$ cat src/rtl/npu_pkg.sv
// npu_pkg: shared state encoding, state type and default counter width for the layer scheduler
package npu_pkg;
  localparam int STATE_W = 4;
  localparam int CNT_W = 8;
  localparam logic [STATE_W-1:0] S_IDLE  = 4'd0;
  localparam logic [STATE_W-1:0] S_CLEAR = 4'd1;
  localparam logic [STATE_W-1:0] S_MAC   = 4'd2;
  localparam logic [STATE_W-1:0] S_BIAS  = 4'd3;
  localparam logic [STATE_W-1:0] S_ACT   = 4'd4;
  localparam logic [STATE_W-1:0] S_PUSH  = 4'd5;
  localparam logic [STATE_W-1:0] S_DONE  = 4'd6;
  typedef enum logic [STATE_W-1:0] {
    ST_IDLE  = S_IDLE,
    ST_CLEAR = S_CLEAR,
    ST_MAC   = S_MAC,
    ST_BIAS  = S_BIAS,
    ST_ACT   = S_ACT,
    ST_PUSH  = S_PUSH,
    ST_DONE  = S_DONE
  } state_t;
endpackage

$ cat src/rtl/npu_run_counter.sv
// npu_run_counter: loadable up-counter (clk, rst, clr, load/d, en) with equality flag eq = (q == cmp)
module npu_run_counter
  import npu_pkg::*;
#(
  parameter int W = CNT_W
) (
  input  logic         clk,
  input  logic         rst,
  input  logic         clr,
  input  logic         load,
  input  logic         en,
  input  logic [W-1:0] d,
  input  logic [W-1:0] cmp,
  output logic [W-1:0] q,
  output logic         eq
);
  always_ff @(posedge clk)
    if (rst || clr) q <= '0;
    else if (load) q <= d;
    else if (en) q <= q + 1'b1;
  assign eq = q == cmp;
endmodule

$ cat src/rtl/npu_layer_sched.sv
// npu_layer_sched: per-neuron CLEAR/MAC/BIAS/ACT/PUSH sequencer; START/ABORT/counts in, datapath strobes, BUSY/DONE/STATE_DEBUG/OUT_CNT out
module npu_layer_sched
  import npu_pkg::*;
#(
  parameter int CNT_W = npu_pkg::CNT_W
) (
  input  logic             CLKEXT,
  input  logic             RST_GLO,
  input  logic             START,
  input  logic             ABORT,
  input  logic [CNT_W-1:0] NUM_BEATS,
  input  logic [CNT_W-1:0] NUM_OUT,
  input  logic             IN_VALID,
  output logic             IN_READY,
  input  logic             FIFO_FULL,
  output logic             ACC_CLR,
  output logic             MAC_EN,
  output logic             BIAS_EN,
  output logic             ACT_EN,
  output logic             FIFO_WR,
  output logic             BUSY,
  output logic             DONE,
  output logic [3:0]       STATE_DEBUG,
  output logic [CNT_W-1:0] OUT_CNT
);
  state_t state, nxt;
  logic [CNT_W-1:0] nb, no, beat_unused;
  logic start_acc, beat_acc, last_beat, beat_eq, out_eq;
  assign start_acc = state == ST_IDLE && START && !ABORT;
  assign beat_acc = state == ST_MAC && IN_VALID;
  assign last_beat = beat_acc && beat_eq;
  always_ff @(posedge CLKEXT)
    if (RST_GLO) begin
      state <= ST_IDLE;
      nb <= '0;
      no <= '0;
    end else begin
      state <= nxt;
      if (start_acc) begin
        nb <= NUM_BEATS;
        no <= NUM_OUT;
      end
    end
  always_comb begin
    nxt = state;
    if (ABORT && state != ST_IDLE) nxt = ST_IDLE;
    else
      case (state)
        ST_IDLE:  if (start_acc) nxt = NUM_OUT == '0 ? ST_DONE : ST_CLEAR;
        ST_CLEAR: nxt = nb == '0 ? ST_BIAS : ST_MAC;
        ST_MAC:   if (last_beat) nxt = ST_BIAS;
        ST_BIAS:  nxt = ST_ACT;
        ST_ACT:   nxt = ST_PUSH;
        ST_PUSH:  if (!FIFO_FULL) nxt = out_eq ? ST_DONE : ST_CLEAR;
        ST_DONE:  nxt = ST_IDLE;
        default:  nxt = ST_IDLE;
      endcase
  end
  assign IN_READY = state == ST_MAC;
  assign MAC_EN = beat_acc;
  assign ACC_CLR = state == ST_CLEAR;
  assign BIAS_EN = state == ST_BIAS;
  assign ACT_EN = state == ST_ACT;
  // write is suppressed in a cycle that aborts or resets the run
  assign FIFO_WR = state == ST_PUSH && !FIFO_FULL && !ABORT && !RST_GLO;
  assign BUSY = state != ST_IDLE;
  assign DONE = state == ST_DONE;
  assign STATE_DEBUG = state;
  // last beat both clears and increments; clear wins so the next neuron restarts at 0
  npu_run_counter #(.W(CNT_W)) u_beat (
    .clk(CLKEXT), .rst(RST_GLO), .clr(start_acc || last_beat), .load(1'b0), .en(beat_acc),
    .d('0), .cmp(nb - 1'b1), .q(beat_unused), .eq(beat_eq)
  );
  npu_run_counter #(.W(CNT_W)) u_out (
    .clk(CLKEXT), .rst(RST_GLO), .clr(start_acc), .load(1'b0), .en(FIFO_WR),
    .d('0), .cmp(no - 1'b1), .q(OUT_CNT), .eq(out_eq)
  );
endmodule

$ cat config.mk
export PLATFORM = sky130hd
export DESIGN_NAME = npu_layer_sched
export DESIGN_NICKNAME = d
export VERILOG_FILES = /design/src/rtl/npu_pkg.sv /design/src/rtl/npu_run_counter.sv /design/src/rtl/npu_layer_sched.sv
export SDC_FILE = /design/constraint.sdc
export NUM_CORES = 1
export LEC_CHECK = 0
export BUFFER_PORTS_ARGS = -buffer_cell sky130_fd_sc_hd__buf_2
export CAP_MARGIN = 20
export CORE_MARGIN = 2
export CORE_UTILIZATION = 45
export CTS_BUF_LIST = sky130_fd_sc_hd__clkbuf_4
export DETAILED_ROUTE_END_ITERATION = 7
export PLACE_DENSITY = 0.68
export SLEW_MARGIN = 20
export SYNTH_ARGS = -nofsm -noshare
export SYNTH_HDL_FRONTEND = slang
export SYNTH_SLANG_ARGS = --single-unit
$ cat constraint.sdc
create_clock -name CLKEXT -period 2.5 [get_ports CLKEXT]
set_input_delay 0.5 -clock CLKEXT [delete_from_list [all_inputs] [get_ports CLKEXT]]
set_output_delay 0.5 -clock CLKEXT [all_outputs]
set_load 0.005 [all_outputs]
==> qor.txt, run 1 <==
Antenna violations before repair: 0
Largest net degree at the start of global routing: 21
Die Span Y: 71.3 um
Unique cell type count in the Yosys netlist: 47
Clock root cell: clkbuf_4
EDFF count, synth: 0
Top_reg_cell synth: dfxtp_1
Lkg Pwr: 0.970 nW
Synth Cell Area: 2040 um2
Net Count, Synth: 283
Worst Setup Start Kind: flip-flop
Post-CTS setup buffer count: 0
Max Cap Violations: 0
Share of the synthesized area in the top cell type: 34.4%
Clk Latency, worst-skew pair: 0.33 ns
Syn Area/Cell: 7.95 um2
Share of cells above drive strength 1: 19.6%
Vias per cell: 5.38
Yosys warning count: 0
CTS tree: yes
Clock Pin Slew Worst Setup and Hold Paths: 0.11 ns
Fin nets: 322
F_max: 0.443 GHz
First-pass GRT wire length: 7760 um
R2R Setup Slk: 0.24 ns
Largest area contributor in the netlist: dfxtp_1
Worst slew pin tran: 0.501 ns
Total iterations of the first detailed-routing run: 4
TritonCTS buffer count: 5
CTS sink cnt: 35
Routed len/inst: 12.9 um
Register area share after synthesis: 34.4%
Clock Path Buffers: 2
Asr flop ratio synth: 0%
PostCTS Resize Cnt: 0
Slew Viols, Final: 0
Final Worst Setup Slack: 0.244 ns
Die X: 71.3 um
Drt drc: 0
Detailed placer's ending HPWL: 3450 um
Site row count: 24
Grt ovf: 0
Synthesized flop and latch total: 35
Worst Path Required: 2.73 ns
Slowest stage delay, CP: 0.38 ns
Vias in the first global route: 1,754
Power Dens Cells: 493 nW/um2
Crit Path Class: flip-flop to flip-flop
Min Clock Period, post-route: 2.26 ns
GP Congestion: 0.861
Cell Chain, Critical Path: inv_1 > ha_1 > or3b_1 > o31a_1 > nor4_1 > a311o_1 > a21oi_1 > o21a_1
Setup TNS: 0 ns
Die footprint: 5080 um2
Outcome: completed
Drt initial violations: 116
Final hold viol count: 0
Crit. End Element: flip-flop
Port Buffers: 40
Initial Utilization: 46.8%
CORE AREA: 4350 um2
DP Worst Slack: 0.293 ns
Via count: 1,873
Largest fanout on the critical path: 6
CTS HTree Levels: 2
Post-DP Area: 2250 um2
Final WL: 4490 um
Max VDD drop: 0.338 mV
Layout area overhead: 14.4%
Final period util: 90.3%
HP Class: input pin to flip-flop
Top post-synthesis cells by area: dfxtp_1, nand2_1, xnor2_1
Num ports: 42
Max_slew headroom: 66.1%
Unrepaired setup endpoints after global routing: false
GRT Total Usage: 18.9%
Post-route cell area: 2330 um2
Max Clock Skew: 0.00770 ns
Post-Synthesis Cells: 256
Hold-fix buffers, CTS: 0
Final setup violation count: 0
Antenna cell count: 0
Slowest CP cell: or3b_1
Arr. time, crit path: 2.49 ns
DRT antenna net count: 0
worst paths after layout:
path | start | to | cells past startpoint
worst min register to register | no[7] | no[7] | 2
worst min-delay path | NUM_BEATS[3] | nb[3] | 3
worst max-delay path | no[0] | STATE_DEBUG[0] | 8
worst max register to register | no[0] | STATE_DEBUG[0] | 8
cells in the mapped netlist (all sizes together) (4+ instances only):
cell type / instances
o21ai: 5
a21oi: 24
nand4: 5
nor4: 5
nand2: 42
xnor2: 16
xor2: 15
nand3: 7
nor3: 9
nor2: 26
a31oi: 4
ha: 5
inv: 6
buf: 10
dfxtp: 35
or3: 5
placed cells by master (no fill, tap or decap), types with 3 or more instances in the layout:
cell type	n
ha_1	5
buf_2	40
nor3_1	9
xnor2_1	16
mux2i_1	3
a31oi_1	4
nor4_1	4
nand2_1	42
nand4_1	4
clkbuf_4	5
dfxtp_1	35
xor2_1	15
nor2_1	26
a21oi_1	24
or3_1	5
buf_4	5
or4_1	3
nand3_1	7
inv_1	6
o21ai_0	5
through the flow:
step           utilization (%)  cells  hold WS (ns)  total power [mW]
2_1_floorplan                -    256         0.445             0.726
3_3_place_gp              51.7    340         0.457             0.765
3_5_place_dp              51.7    340         0.463             0.769
4_1_cts                   53.5    348         0.383              1.15
5_1_grt                   53.5    348         0.363              1.21
6_report                  53.5    348         0.396              1.15
cell type report:
type	instances	area, um2
clock buffer	5	37.5
clock inverter	3	38.8
fill	433	2030
inverter	6	22.5
multi-input combinational	202	1230
sequential	35	701
tap	52	65.1
timing repair buffer	45	238
registers in the layout, summed over array words and instances, names as in the netlist:
signal and count:
u_out.q 8, nb 8, STATE_DEBUG 3, u_beat.q 8, no 8
kinds of logic after synthesis:
family | synth area share, %
AND/OR/NAND/NOR | 29.4
AO/OA/AOI/OAI | 12.7
flip-flops | 34.4
XOR/XNOR | 13.3
buffers and inverters | 5.35
adder cells (fa/ha/maj) | 3.07
multiplexers | 1.48
other | 0.184
metal layers:
| metal | global-route usage, % | wire length (um) |
|---|---|---|
| met5 | 0 | 0 |
| met4 | 3.98 | 37 |
| met3 | 5.49 | 256 |
| met2 | 32.5 | 2220 |
| met1 | 23.5 | 1970 |
power by group:
group / leakage, nW / internal [mW] / switching, mW / total [mW]
clock: 0.0426 / 0.206 / 0.185 / 0.391
sequential: 0.284 / 0.571 / 0.0215 / 0.593
combinational: 0.644 / 0.0747 / 0.0883 / 0.163
worst max-delay path, delay by kind of cell, from the launching register on:
| kind | cells | cell delay, ns |
|---|---|---|
| simple gates | 2 | 0.72 |
| fa+ha+maj | 1 | 0.24 |
| flops | 1 | 0.37 |
| buf+inv | 1 | 0.08 |
| compound gates | 4 | 0.75 |
Note: power is estimated with default switching activity, not from simulation.
==> run 2, diff against run 1 <==
Settings changed: CORE_MARGIN 2 to default.
==> qor.txt, run 2 (synthesis results as in run 1) <==
Min Clock Period, post-route: 2.24 ns (-0.0205 ns)
Routed len/inst: 12.5 um (-2.7%)
Final hold viol count: 0 (unchanged)
Clock Path Buffers: 2 (unchanged)
Die X: 69.3 um (-2.8%)
Worst Path Required: 2.00 ns (-0.73 ns)
Port Buffers: 40 (unchanged)
Max VDD drop: 0.271 mV (-20%)
TritonCTS buffer count: 5 (unchanged)
Grt ovf: 0 (unchanged)
Final setup violation count: 0 (unchanged)
Drt drc: 0 (unchanged)
Clock root cell: clkbuf_4
Commonest non-fill, non-tap cell in the layout: nand2_1
Unrepaired setup endpoints after global routing: false
Max Clock Skew: 0.0172 ns (+0.00954 ns)
Clock power share: 29.2% (-4.9 points)
Share of cells above drive strength 1: 19.9% (+0.34 points)
Crit. End Element: output port
Layout area overhead: 13.5%
Switching share of power: 28.2% (+2.5 points)
Internal power: 0.766 mW (-10%)
Worst Setup SP: STATE_DEBUG[1]
Drt initial violations: 88 (-24%)
Num ports: 42 (unchanged)
PostCTS Resize Cnt: 0 (unchanged)
Final WL: 4370 um (-2.7%)
CORE AREA: 4350 um2 (unchanged)
Largest net degree at the start of global routing: 21 (unchanged)
CTS sink cnt: 35 (unchanged)
Max_slew headroom: 64.5% (-1.7 points)
Worst r2r path cells: 8 (unchanged)
Final Worst Setup Slack: 0.264 ns (+0.0205 ns)
DP Worst Slack: 0.337 ns (+0.0444 ns)
R2R Path End: STATE_DEBUG[0]
Vias per cell: 5.33 (-1.0%)
DRT antenna net count: 0 (unchanged)
Power Dens Cells: 462 nW/um2 (-6.2%)
Clk Latency, worst-skew pair: 0.35 ns (+0.02 ns)
Crit Path Class: flip-flop to output port
Worst Setup Start Kind: flip-flop
Sequential power share: 55.4% (+3.7 points)
CTS HTree Levels: 2 (unchanged)
Setup TNS: 0 ns (unchanged)
Antenna cell count: 0 (unchanged)
CP Capture Point: MAC_EN
Hold-fix buffers, CTS: 0 (unchanged)
Worst slew pin tran: 0.528 ns (+0.0269 ns)
Via count: 1,854 (-1.0%)
Clock Pin Slew Worst Setup and Hold Paths: 0.12 ns (about the same)
Post-CTS setup buffer count: 0 (unchanged)
Vias in the first global route: 1,612 (-8.1%)
Comb power frac: 15.4% (+1.2 points)
Antenna violations before repair: 0 (unchanged)
CTS tree: yes
RR Startpoint: no[0]
F_max: 0.447 GHz (+0.92%)
Die Span Y: 69.3 um (-2.8%)
Net Sw Power: 0.301 mW (+1.9%)
Initial Utilization: 46.8% (unchanged)
Arr. time, crit path: 1.74 ns (-0.75 ns)
Lkg Pwr: 0.959 nW (-1.1%)
Largest fanout on the critical path: 11 (+5)
Slew Viols, Final: 0 (unchanged)
Commonest non-fill, non-tap cells in the layout: nand2_1, buf_2, dfxtp_1
Site row count: 24 (unchanged)
Fill cells: 446 (+3.0%)
Detailed placer's ending HPWL: 3340 um (-3.2%)
Max Cap Violations: 0 (unchanged)
GRT Total Usage: 19.0% (+0.16 points)
Fin nets: 322 (unchanged)
GP Congestion: 0.842 (-2.1%)
HP Class: input pin to flip-flop
Die footprint: 4800 um2 (-5.5%)
Outcome: completed
Final period util: 89.4% (-0.82 points)
R2R Setup Slk: 0.31 ns (+0.07 ns)
Total iterations of the first detailed-routing run: 5 (+1)
First-pass GRT wire length: 7350 um (-5.2%)
[run 2: cell types whose count changed in the layout (fill, tap and decap cells not counted)]
cell | previous run | this run
bufinv_16 | 1 | 0
clkbuf_4 | 5 | 6
clkinv_1 | 1 | 0
clkinvlp_4 | 0 | 1
[run 2: cell type report]
class | count | area (um2) | share of cell area (%)
multi-input cells | 202 | 1230 | 53.1
well taps | 52 | 65.1 | 2.82
flip-flops and latches | 35 | 701 | 30.3
clock inverters | 2 | 12.5 | 0.542
repair buffers | 45 | 238 | 10.3
clock buffers | 6 | 45.0 | 1.95
inverters | 6 | 22.5 | 0.975
[run 2: through the flow]
step | cells | utilization, % | hold WS, ns | area [um2] | power [mW]
2_1_floorplan | 256 | - | 0.445 | 2040 | 0.726
3_3_place_gp | 340 | 51.7 | 0.456 | 2250 | 0.766
3_5_place_dp | 340 | 51.7 | 0.462 | 2250 | 0.768
4_1_cts | 348 | 53.0 | 0.372 | 2310 | 1.08
5_1_grt | 348 | 53.0 | 0.367 | 2310 | 1.12
6_report | 348 | 53.0 | 0.385 | 2310 | 1.07
[run 2: worst min path at each step]
stage | startpoint | end | slack (ns) | depth (start not counted)
6_report | NUM_OUT[7] | no[7] | 0.38 | 3
3_5_place_dp | no[7] | no[7] | 0.46 | 2
2_1_floorplan | nb[1] | nb[1] | 0.45 | 2
3_3_place_gp | no[7] | no[7] | 0.46 | 2
4_1_cts | NUM_BEATS[3] | nb[3] | 0.37 | 3
5_1_grt | NUM_BEATS[3] | nb[3] | 0.37 | 3
[run 2: critical path: stages, from the launching register on]
cell,delay (ns)
dfxtp_1,0.53
nor4bb_1,0.51
buf_4,0.24
buf_2,0.12
[run 2: power by group through the flow]
stage | registers [mW] | clock network [mW] | logic [mW]
6_report | 0.591 | 0.312 | 0.164
4_1_cts | 0.591 | 0.324 | 0.165
3_5_place_dp | 0.604 | 0 | 0.164
3_3_place_gp | 0.603 | 0 | 0.163
5_1_grt | 0.594 | 0.341 | 0.185
2_1_floorplan | 0.597 | 0 | 0.129
[run 2: metal layers]
metal	track usage, %	up-vias	wire, um
met3	4.36	9	163
met5	0	-	0
li1	-	962	-
met4	6.12	0	71
met1	24.6	850	2110
met2	31.3	33	2020
